**src/rtl/mips_pkg.sv**
```systemverilog
// Shared encodings for the multicycle MIPS control: opcodes, functs, ALU and mux selects, FSM states.
// Optional bne support is enabled elsewhere by the MC_CTRL_BNE_EN macro.
package mips_pkg;

  localparam logic [5:0] OP_RTYPE = 6'b000000;
  localparam logic [5:0] OP_LW    = 6'b100011;
  localparam logic [5:0] OP_SW    = 6'b101011;
  localparam logic [5:0] OP_BEQ   = 6'b000100;
  localparam logic [5:0] OP_BNE   = 6'b000101;
  localparam logic [5:0] OP_ADDI  = 6'b001000;
  localparam logic [5:0] OP_J     = 6'b000010;

  localparam logic [5:0] FUNCT_ADD = 6'b100000;
  localparam logic [5:0] FUNCT_SUB = 6'b100010;
  localparam logic [5:0] FUNCT_AND = 6'b100100;
  localparam logic [5:0] FUNCT_OR  = 6'b100101;
  localparam logic [5:0] FUNCT_SLT = 6'b101010;

  localparam logic [2:0] ALU_ADD = 3'b010;
  localparam logic [2:0] ALU_SUB = 3'b110;
  localparam logic [2:0] ALU_AND = 3'b000;
  localparam logic [2:0] ALU_OR  = 3'b001;
  localparam logic [2:0] ALU_SLT = 3'b111;

  // ALUOP_NONE is used in states that do not use the ALU, so ALU_ctrl idles at 000
  localparam logic [1:0] ALUOP_ADD   = 2'b00;
  localparam logic [1:0] ALUOP_SUB   = 2'b01;
  localparam logic [1:0] ALUOP_FUNCT = 2'b10;
  localparam logic [1:0] ALUOP_NONE  = 2'b11;

  localparam logic [1:0] PCSRC_ALURESULT = 2'b00;
  localparam logic [1:0] PCSRC_ALUOUT    = 2'b01;
  localparam logic [1:0] PCSRC_JUMP      = 2'b10;

  localparam logic [1:0] SRCB_RD2    = 2'b00;
  localparam logic [1:0] SRCB_FOUR   = 2'b01;
  localparam logic [1:0] SRCB_IMM    = 2'b10;
  localparam logic [1:0] SRCB_IMMSH2 = 2'b11;

  typedef enum logic [3:0] {
    ST_FETCH  = 4'd0,
    ST_DECODE = 4'd1,
    ST_MEMADR = 4'd2,
    ST_MEMRD  = 4'd3,
    ST_MEMWB  = 4'd4,
    ST_MEMWR  = 4'd5,
    ST_EXEC   = 4'd6,
    ST_ALUWB  = 4'd7,
    ST_BRANCH = 4'd8,
    ST_ADDIEX = 4'd9,
    ST_ADDIWB = 4'd10,
    ST_JUMP   = 4'd11
  } state_t;

endpackage

```
**src/rtl/alu_decoder.sv**
```systemverilog
// Combinational ALU control decoder: maps ALUOp plus Funct to the 3-bit ALU_ctrl code.
// Shared with the single-cycle control path.
module alu_decoder
  import mips_pkg::*;
(
  input  logic [1:0] i_aluOp,
  input  logic [5:0] i_funct,
  output logic [2:0] o_aluCtrl
);

  // Unknown R-type functs fall back to add so the ALU still produces a defined result
  always_comb begin
    o_aluCtrl = ALU_ADD;
    case (i_aluOp)
      ALUOP_ADD:  o_aluCtrl = ALU_ADD;
      ALUOP_SUB:  o_aluCtrl = ALU_SUB;
      ALUOP_NONE: o_aluCtrl = 3'b000;
      default: begin
        case (i_funct)
          FUNCT_ADD: o_aluCtrl = ALU_ADD;
          FUNCT_SUB: o_aluCtrl = ALU_SUB;
          FUNCT_AND: o_aluCtrl = ALU_AND;
          FUNCT_OR:  o_aluCtrl = ALU_OR;
          FUNCT_SLT: o_aluCtrl = ALU_SLT;
          default:   o_aluCtrl = ALU_ADD;
        endcase
      end
    endcase
  end

endmodule

```
**src/rtl/multicycle_ctrl.sv**
```systemverilog
// Moore control FSM for the shared-memory multicycle MIPS datapath, stalling on mem_ready.
// Define MC_CTRL_BNE_EN to accept bne (000101) as a branch on ~zero.
module multicycle_ctrl
  import mips_pkg::*;
(
  input  logic       clk,
  input  logic       reset,
  input  logic [5:0] Op,
  input  logic [5:0] Funct,
  input  logic       zero,
  input  logic       mem_ready,
  output logic       mem_req,
  output logic       IorD,
  output logic       MemWrite,
  output logic       IRWrite,
  output logic       PCEn,
  output logic [1:0] PCSrc,
  output logic       ALUSrcA,
  output logic [1:0] ALUSrcB,
  output logic [2:0] ALU_ctrl,
  output logic       RegDst,
  output logic       MemtoReg,
  output logic       RegWrite,
  output logic       instr_done,
  output logic       illegal
);

  state_t     r_state;
  state_t     w_next;
  logic [1:0] w_aluOp;
  logic       w_memReq;
  logic       w_memWrite;
  logic       w_irWrite;
  logic       w_pcWrite;
  logic       w_branch;
  logic       w_branchTaken;
  logic       w_regWrite;
  logic       w_done;
  logic       w_illegal;

  always_ff @(posedge clk) begin
    if (reset)
      r_state <= ST_FETCH;
    else
      r_state <= w_next;
  end

`ifdef MC_CTRL_BNE_EN
  assign w_branchTaken = (Op == OP_BNE) ? ~zero : zero;
`else
  assign w_branchTaken = zero;
`endif

  // Outputs and next state depend on the current state, plus mem_ready in the memory states
  always_comb begin
    w_next     = ST_FETCH;
    w_aluOp    = ALUOP_NONE;
    w_memReq   = 1'b0;
    w_memWrite = 1'b0;
    w_irWrite  = 1'b0;
    w_pcWrite  = 1'b0;
    w_branch   = 1'b0;
    w_regWrite = 1'b0;
    w_done     = 1'b0;
    w_illegal  = 1'b0;
    IorD       = 1'b0;
    PCSrc      = PCSRC_ALURESULT;
    ALUSrcA    = 1'b0;
    ALUSrcB    = SRCB_RD2;
    RegDst     = 1'b0;
    MemtoReg   = 1'b0;
    case (r_state)
      ST_FETCH: begin
        w_memReq  = 1'b1;
        ALUSrcB   = SRCB_FOUR;
        w_aluOp   = ALUOP_ADD;
        w_irWrite = mem_ready;
        w_pcWrite = mem_ready;
        w_next    = mem_ready ? ST_DECODE : ST_FETCH;
      end
      ST_DECODE: begin
        ALUSrcB = SRCB_IMMSH2;
        w_aluOp = ALUOP_ADD;
        case (Op)
          OP_LW, OP_SW: w_next = ST_MEMADR;
          OP_RTYPE:     w_next = ST_EXEC;
          OP_BEQ:       w_next = ST_BRANCH;
`ifdef MC_CTRL_BNE_EN
          OP_BNE:       w_next = ST_BRANCH;
`endif
          OP_ADDI:      w_next = ST_ADDIEX;
          OP_J:         w_next = ST_JUMP;
          default: begin
            w_next    = ST_FETCH;
            w_illegal = 1'b1;
            w_done    = 1'b1;
          end
        endcase
      end
      ST_MEMADR: begin
        ALUSrcA = 1'b1;
        ALUSrcB = SRCB_IMM;
        w_aluOp = ALUOP_ADD;
        w_next  = (Op == OP_SW) ? ST_MEMWR : ST_MEMRD;
      end
      ST_MEMRD: begin
        w_memReq = 1'b1;
        IorD     = 1'b1;
        w_next   = mem_ready ? ST_MEMWB : ST_MEMRD;
      end
      ST_MEMWB: begin
        MemtoReg   = 1'b1;
        w_regWrite = 1'b1;
        w_done     = 1'b1;
      end
      ST_MEMWR: begin
        w_memReq   = 1'b1;
        IorD       = 1'b1;
        w_memWrite = 1'b1;
        w_done     = mem_ready;
        w_next     = mem_ready ? ST_FETCH : ST_MEMWR;
      end
      ST_EXEC: begin
        ALUSrcA = 1'b1;
        w_aluOp = ALUOP_FUNCT;
        w_next  = ST_ALUWB;
      end
      ST_ALUWB: begin
        RegDst     = 1'b1;
        w_regWrite = 1'b1;
        w_done     = 1'b1;
      end
      ST_BRANCH: begin
        ALUSrcA  = 1'b1;
        w_aluOp  = ALUOP_SUB;
        PCSrc    = PCSRC_ALUOUT;
        w_branch = 1'b1;
        w_done   = 1'b1;
      end
      ST_ADDIEX: begin
        ALUSrcA = 1'b1;
        ALUSrcB = SRCB_IMM;
        w_aluOp = ALUOP_ADD;
        w_next  = ST_ADDIWB;
      end
      ST_ADDIWB: begin
        w_regWrite = 1'b1;
        w_done     = 1'b1;
      end
      ST_JUMP: begin
        PCSrc     = PCSRC_JUMP;
        w_pcWrite = 1'b1;
        w_done    = 1'b1;
      end
      default: w_next = ST_FETCH;
    endcase
  end

  alu_decoder u_aluDecoder (
    .i_aluOp   (w_aluOp),
    .i_funct   (Funct),
    .o_aluCtrl (ALU_ctrl)
  );

  // Reset suppresses every side-effecting strobe so an abandoned instruction writes nothing
  assign mem_req    = w_memReq & ~reset;
  assign MemWrite   = w_memWrite & ~reset;
  assign IRWrite    = w_irWrite & ~reset;
  assign PCEn       = (w_pcWrite | (w_branch & w_branchTaken)) & ~reset;
  assign RegWrite   = w_regWrite & ~reset;
  assign instr_done = w_done & ~reset;
  assign illegal    = w_illegal & ~reset;

endmodule

```
**config.mk**
```make
export PLATFORM = sky130hd
export DESIGN_NAME = multicycle_ctrl
export DESIGN_NICKNAME = d
export VERILOG_FILES = /design/src/rtl/mips_pkg.sv /design/src/rtl/alu_decoder.sv /design/src/rtl/multicycle_ctrl.sv
export SDC_FILE = /design/constraint.sdc
export NUM_CORES = 1
export LEC_CHECK = 0
export CAP_MARGIN = 20
export CORE_MARGIN = 2
export CORE_UTILIZATION = 25
export CTS_BUF_LIST = sky130_fd_sc_hd__clkbuf_8
export CTS_CLUSTER_DIAMETER = 50
export DETAILED_ROUTE_END_ITERATION = 10
export PLACE_DENSITY_LB_ADDON = 0.12
export SYNTH_ARGS = -nofsm -noshare
export SYNTH_HDL_FRONTEND = slang
export SYNTH_SLANG_ARGS = --single-unit
export TNS_END_PERCENT = 30
```
**constraint.sdc**
```tcl
create_clock -name clk -period 1.5 [get_ports clk]
set_input_delay 0.225 -clock clk [delete_from_list [all_inputs] [get_ports clk]]
set_output_delay 0.225 -clock clk [all_outputs]
set_load 0.02 [all_outputs]
```
# Word level (Yosys, flattened, before mapping)
# Index checks and enable logic that the tools add are counted.
# word_totals
out_inout_bits	18
inputBits	16
reg_bits	4
elab_cells	69
# classes
n_reduce_logical	12
eq_ne	22
mux	24
n_bitwise	10
# ops
cell	n
$eq 6x6->1 const B	6
$pmux 4 s7	1
$pmux 4 s5	1
$eq 4x3->1 const B	4
$eq 4x4->1 const B	4
$mux 1	12
$pmux 2 s3	2
$pmux 3 s4	1
$mux 3	3
$pmux 3 s3	1
$and 1x1->1	8
$eq 4x2->1 const B	2
$reduce_or 4->1	2
$eq 6x2->1 const B	1
$eq 6x3->1 const B	1
$eq 6x4->1 const B	1
$logic_not 6->1	1
$reduce_or 2->1	3
$reduce_or 3->1	2
$reduce_or 6->1	1
$reduce_or 5->1	1
$eq 4x1->1 const B	1
$logic_not 4->1	1
$pmux 2 s2	1
7 further kinds	7

# Logic depth before layout (Yosys ltp)
# depth
ltp_word	5
depth_mapped	5
ltp_nobuf	4

# Modules after synthesis
# A second synthesis with hierarchy kept.
# unflattened
cells_unflattened	103
hier_area_um2	714.4
# modules_own_cells
module	cells_per_inst	seq_area_each_um2	area_per_inst_um2	instances
multicycle_ctrl	93	80.1	624.3	1
alu_decoder	10	0.0	90.1	1

# Worst setup path after synthesis
# Ideal clock, no wire load.
# synth_timing
path_type	register -> output
from	register r_state[2]
to	output ALU_ctrl[1]
n_path_buf	0
required_time_ns	1.275
path_stages_with_launch	4
slack_ns	-0.248
arrival_time_ns	1.523
cell_sequence	dfxtp_1 nand2b_1 o21ai_0 a2bb2oi_1
# synth_via
elab_chain_len	5
elab_cells_between_ends	12
classes_between	eq/ne (7); mux (2); reduce/logical (3)
# synth_lines
element	line_no	source
start, declared	multicycle_ctrl.sv:28	state_t r_state;
start signal, assigned	multicycle_ctrl.sv:45	r_state <= w_next;
$eq 4x1->1, or another cell as far along	multicycle_ctrl.sv:72	case (r_state)
$reduce_or 4->1 (no line)	n/a	
$pmux 2 s3 *	multicycle_ctrl.sv:72	
$eq 2x2->1, or another cell as far along	alu_decoder.sv:14	case (i_aluOp)
$pmux 3 s3 *	alu_decoder.sv:14	
end, declared	multicycle_ctrl.sv:20	output logic [2:0] ALU_ctrl,
# Every way passes the cells marked *; elsewhere a longest branch is shown, timed or not.

# Worst setup path after layout
# layout_timing
from	register r_state[0]
to	output ALU_ctrl[2]
# The elaborated chain is that of the path after synthesis.

==> run metrics <==
Core Area 0.00243 mm2; Slew Viols, Final 0; WL/cell between 10 and 15 um; Initial Util a little over a quarter; CP endpoint kind output port; Seq cells post-synth 4; Post-Syn Instances between 90 and 100; Biggest register r_state; CTS H-tree depth 1; Req. time, crit path ~1.3 ns; hold path depth 2; # port buffers 33; clk_lat worst skew roughly 0.22 ns; clk sinks 4; DRC Markers 0; gr usage total a little under a fifth; die height 54.3 um; final period utilization 115%; area share of fa/ha/maj cells after synthesis 0%; Pre-antenna DRT Iters 4; Peak VDD IR 0.316 mV; total wire length approximately 2.6 mm; multi-input logic area 666 um2; min Tclk post-route 1.72 ns; initial antenna violation count 0; relative slew slack between 70 and 80%; failing checks setup timing; RR Endpoint r_state[2]; overall power slightly below 0.6 mW; final net count ~190; biggest regs r_state x4; Final Hold Vio Count 0; CTS root buf clkbuf_8; Crit. Startpoint r_state[0]; final core occ between 60% and 70%; predominant post-synthesis flop cell dfxtp_1; post-synthesis xor/xnor area fraction 4.15%; Netlist cell types 37; synth cell count leaders nor3_1, a21oi_1, nor2_1, o21ai_0, buf_2; Worst Path Class, Setup flop to output port; setup slack, reg-to-reg -0.01 ns; Compound-Gate Fraction of Synth Area just under 30%; CTS tree done; synth top area cells dfxtp_1, nor3_1, a21oi_1; Reg clk slew, reported paths approximately 0.03 ns; diode count 0; Register Area between 80 and 90 um2; Flop pwr share a little under a fifth; GPL Wtd Cong about 0.83; multiplexer area fraction after synthesis between 3 and 4%; post-synthesis sequential area ratio between 10% and 20%; number of flip-flops in the largest register 4; RR Startpoint r_state[1]; Worst-Margin Slew about 0.33 ns; Post-Syn Nets between 100 and 150; Synth top area share ~13%; Switching Share ~29%; GRT Residual Overflow 0; asr flop ratio synth 0%; Filler cells 234; Net Switching 0.168 mW; cell taking the most area after synthesis dfxtp_1; Int Power between 0.4 and 0.5 mW; Rows 18; Post-synth EDFFs 0; Worst Hold Class flop to flop; overall via count from detail_route approximately 1,000; DRT iter0 DRCs 11; Vias/cell between 5 and 6; Die ar. 0.00295 mm2; Fmax achieved a little under 600 MHz; largest family of logic cells by synthesized area simple AND/OR/NAND/NOR gates; status complete, but fails checks; vias in the first global route between 900 and 1,000; Logic pwr share around 43%; P per Cell Area between 300 and 400 mW/mm2; Avg Cell Area, Syn 6.81 um2; Final setup viols 13; clk_skew between 0.003 and 0.004 ns; CP startpoint kind flop; Crit path arrival time 1.50 ns; post-DP HPWL about 1.8 mm; first-pass GRT wire length roughly 4.0 mm; max-cap violations 0; pin count of the biggest net entering global routing 20; RSZ-0062 raised after global routing true; setup ws final -0.224 ns; Clk pwr share 38.0%; Chip Width ~54 um; Leak between 0.6 and 0.7 nW; Area Overhead vs Synth 139%; top-count cell post-synth nor3_1; crit path to ALU_ctrl[2]; largest fanout on the critical path 3; Synth Area in Simple Gates a little over two fifths; CTS Buf Count 3; layout cells sized above 1 between 50 and 60%; Max clock buf depth 2; Synth Cell Area between 600 and 700 um2; worst-case reg-to-reg path depth 8; Yosys warnings 0; antenna-violating nets left 0; Boundary Pins 34
## timing repair
| item | 4_1_cts | 5_1_grt |
|---|---|---|
| cloned | 0 | 0 |
| buffers inserted | 7 | 2 |
| pin swaps | 9 | 14 |
| gates resized for setup | 124 | 27 |
| hold buffers | 0 | 0 |
| endpoints found under the setup margin | 21 | 21 |
## how the worst min path moves through the flow
stage	from	to	slack, ns
finish	r_state[3]	r_state[0]	0.63
global route	r_state[3]	r_state[0]	0.67
CTS	r_state[3]	r_state[0]	0.63
detailed placement	r_state[3]	r_state[0]	0.65
global placement	r_state[3]	r_state[0]	0.66
floorplan	Op[2]	r_state[1]	0.43
## cell usage in the layout, fill, tap and decap left out, types with 2 or more instances in the layout
master / n
nor2_2: 2
a21oi_1: 6
mux2i_1: 2
nor2_1: 4
nor4_4: 2
buf_6: 15
nor3_4: 3
xnor2_1: 2
buf_2: 4
a31oi_1: 3
o21bai_1: 2
nor3_2: 5
nor2b_1: 2
nor3b_1: 2
clkdlybuf4s50_1: 8
nand2_1: 3
buf_4: 45
nor4_2: 2
dlygate4sd2_1: 6
dfxtp_2: 4
nand2b_4: 3
a21o_1: 2
inv_1: 2
o21ai_0: 3
nor3_1: 5
o21ai_1: 2
a21oi_2: 2
clkbuf_8: 3
## layer usage
layer | wire, um | part of all wire [%] | up-vias | track usage, %
met5 | 0 | 0 | - | 0
met4 | 14 | 0.54 | 0 | 5.00
met3 | 125 | 4.8 | 2 | 1.91
met2 | 1380 | 53 | 26 | 34.3
met1 | 1060 | 41 | 469 | 22.6
li1 | - | - | 505 | -
## logic make-up after synthesis
logic type | Yosys count
compound gates | 28
xor+xnor | 3
buf+inv | 10
flops | 4
mux | 2
simple gates | 46
## layout make-up
| type | instances | share of cell area, % |
|---|---|---|
| multi-input combinational | 79 | 44.1 |
| sequential | 4 | 5.63 |
| tap | 30 | 2.49 |
| clock buffer | 3 | 2.73 |
| timing repair buffer | 79 | 44.3 |
| inverter | 3 | 0.746 |
## power groups by stage
stage	clock (mW)	combinational, mW	sequential (mW)
2_1_floorplan	0	0.0761	0.113
3_3_place_gp	0	0.205	0.112
3_5_place_dp	0	0.207	0.112
4_1_cts	0.227	0.225	0.111
5_1_grt	0.240	0.270	0.113
6_report	0.223	0.253	0.112
## through the flow
stage | setup TNS, ns | cell area [um2] | worst slack, ns | hold slack [ns] | std cells
floorplan | -0.631 | 633 | -0.156 | 0.425 | 93
global placement | -8.53 | 1240 | -0.785 | 0.665 | 186
detailed placement | -8.77 | 1240 | -0.823 | 0.652 | 186
CTS | -1.71 | 1410 | -0.211 | 0.633 | 196
global route | -2.79 | 1510 | -0.278 | 0.667 | 198
finish | -1.67 | 1510 | -0.224 | 0.631 | 198
## critical path: stages (launching register included)
cell	delay [ns]
dfxtp_2	0.31
nand2b_4	0.15
or4b_4	0.53
inv_2	0.07
a21o_1	0.12
buf_6	0.11
Note: power is estimated with default switching activity, not from simulation.
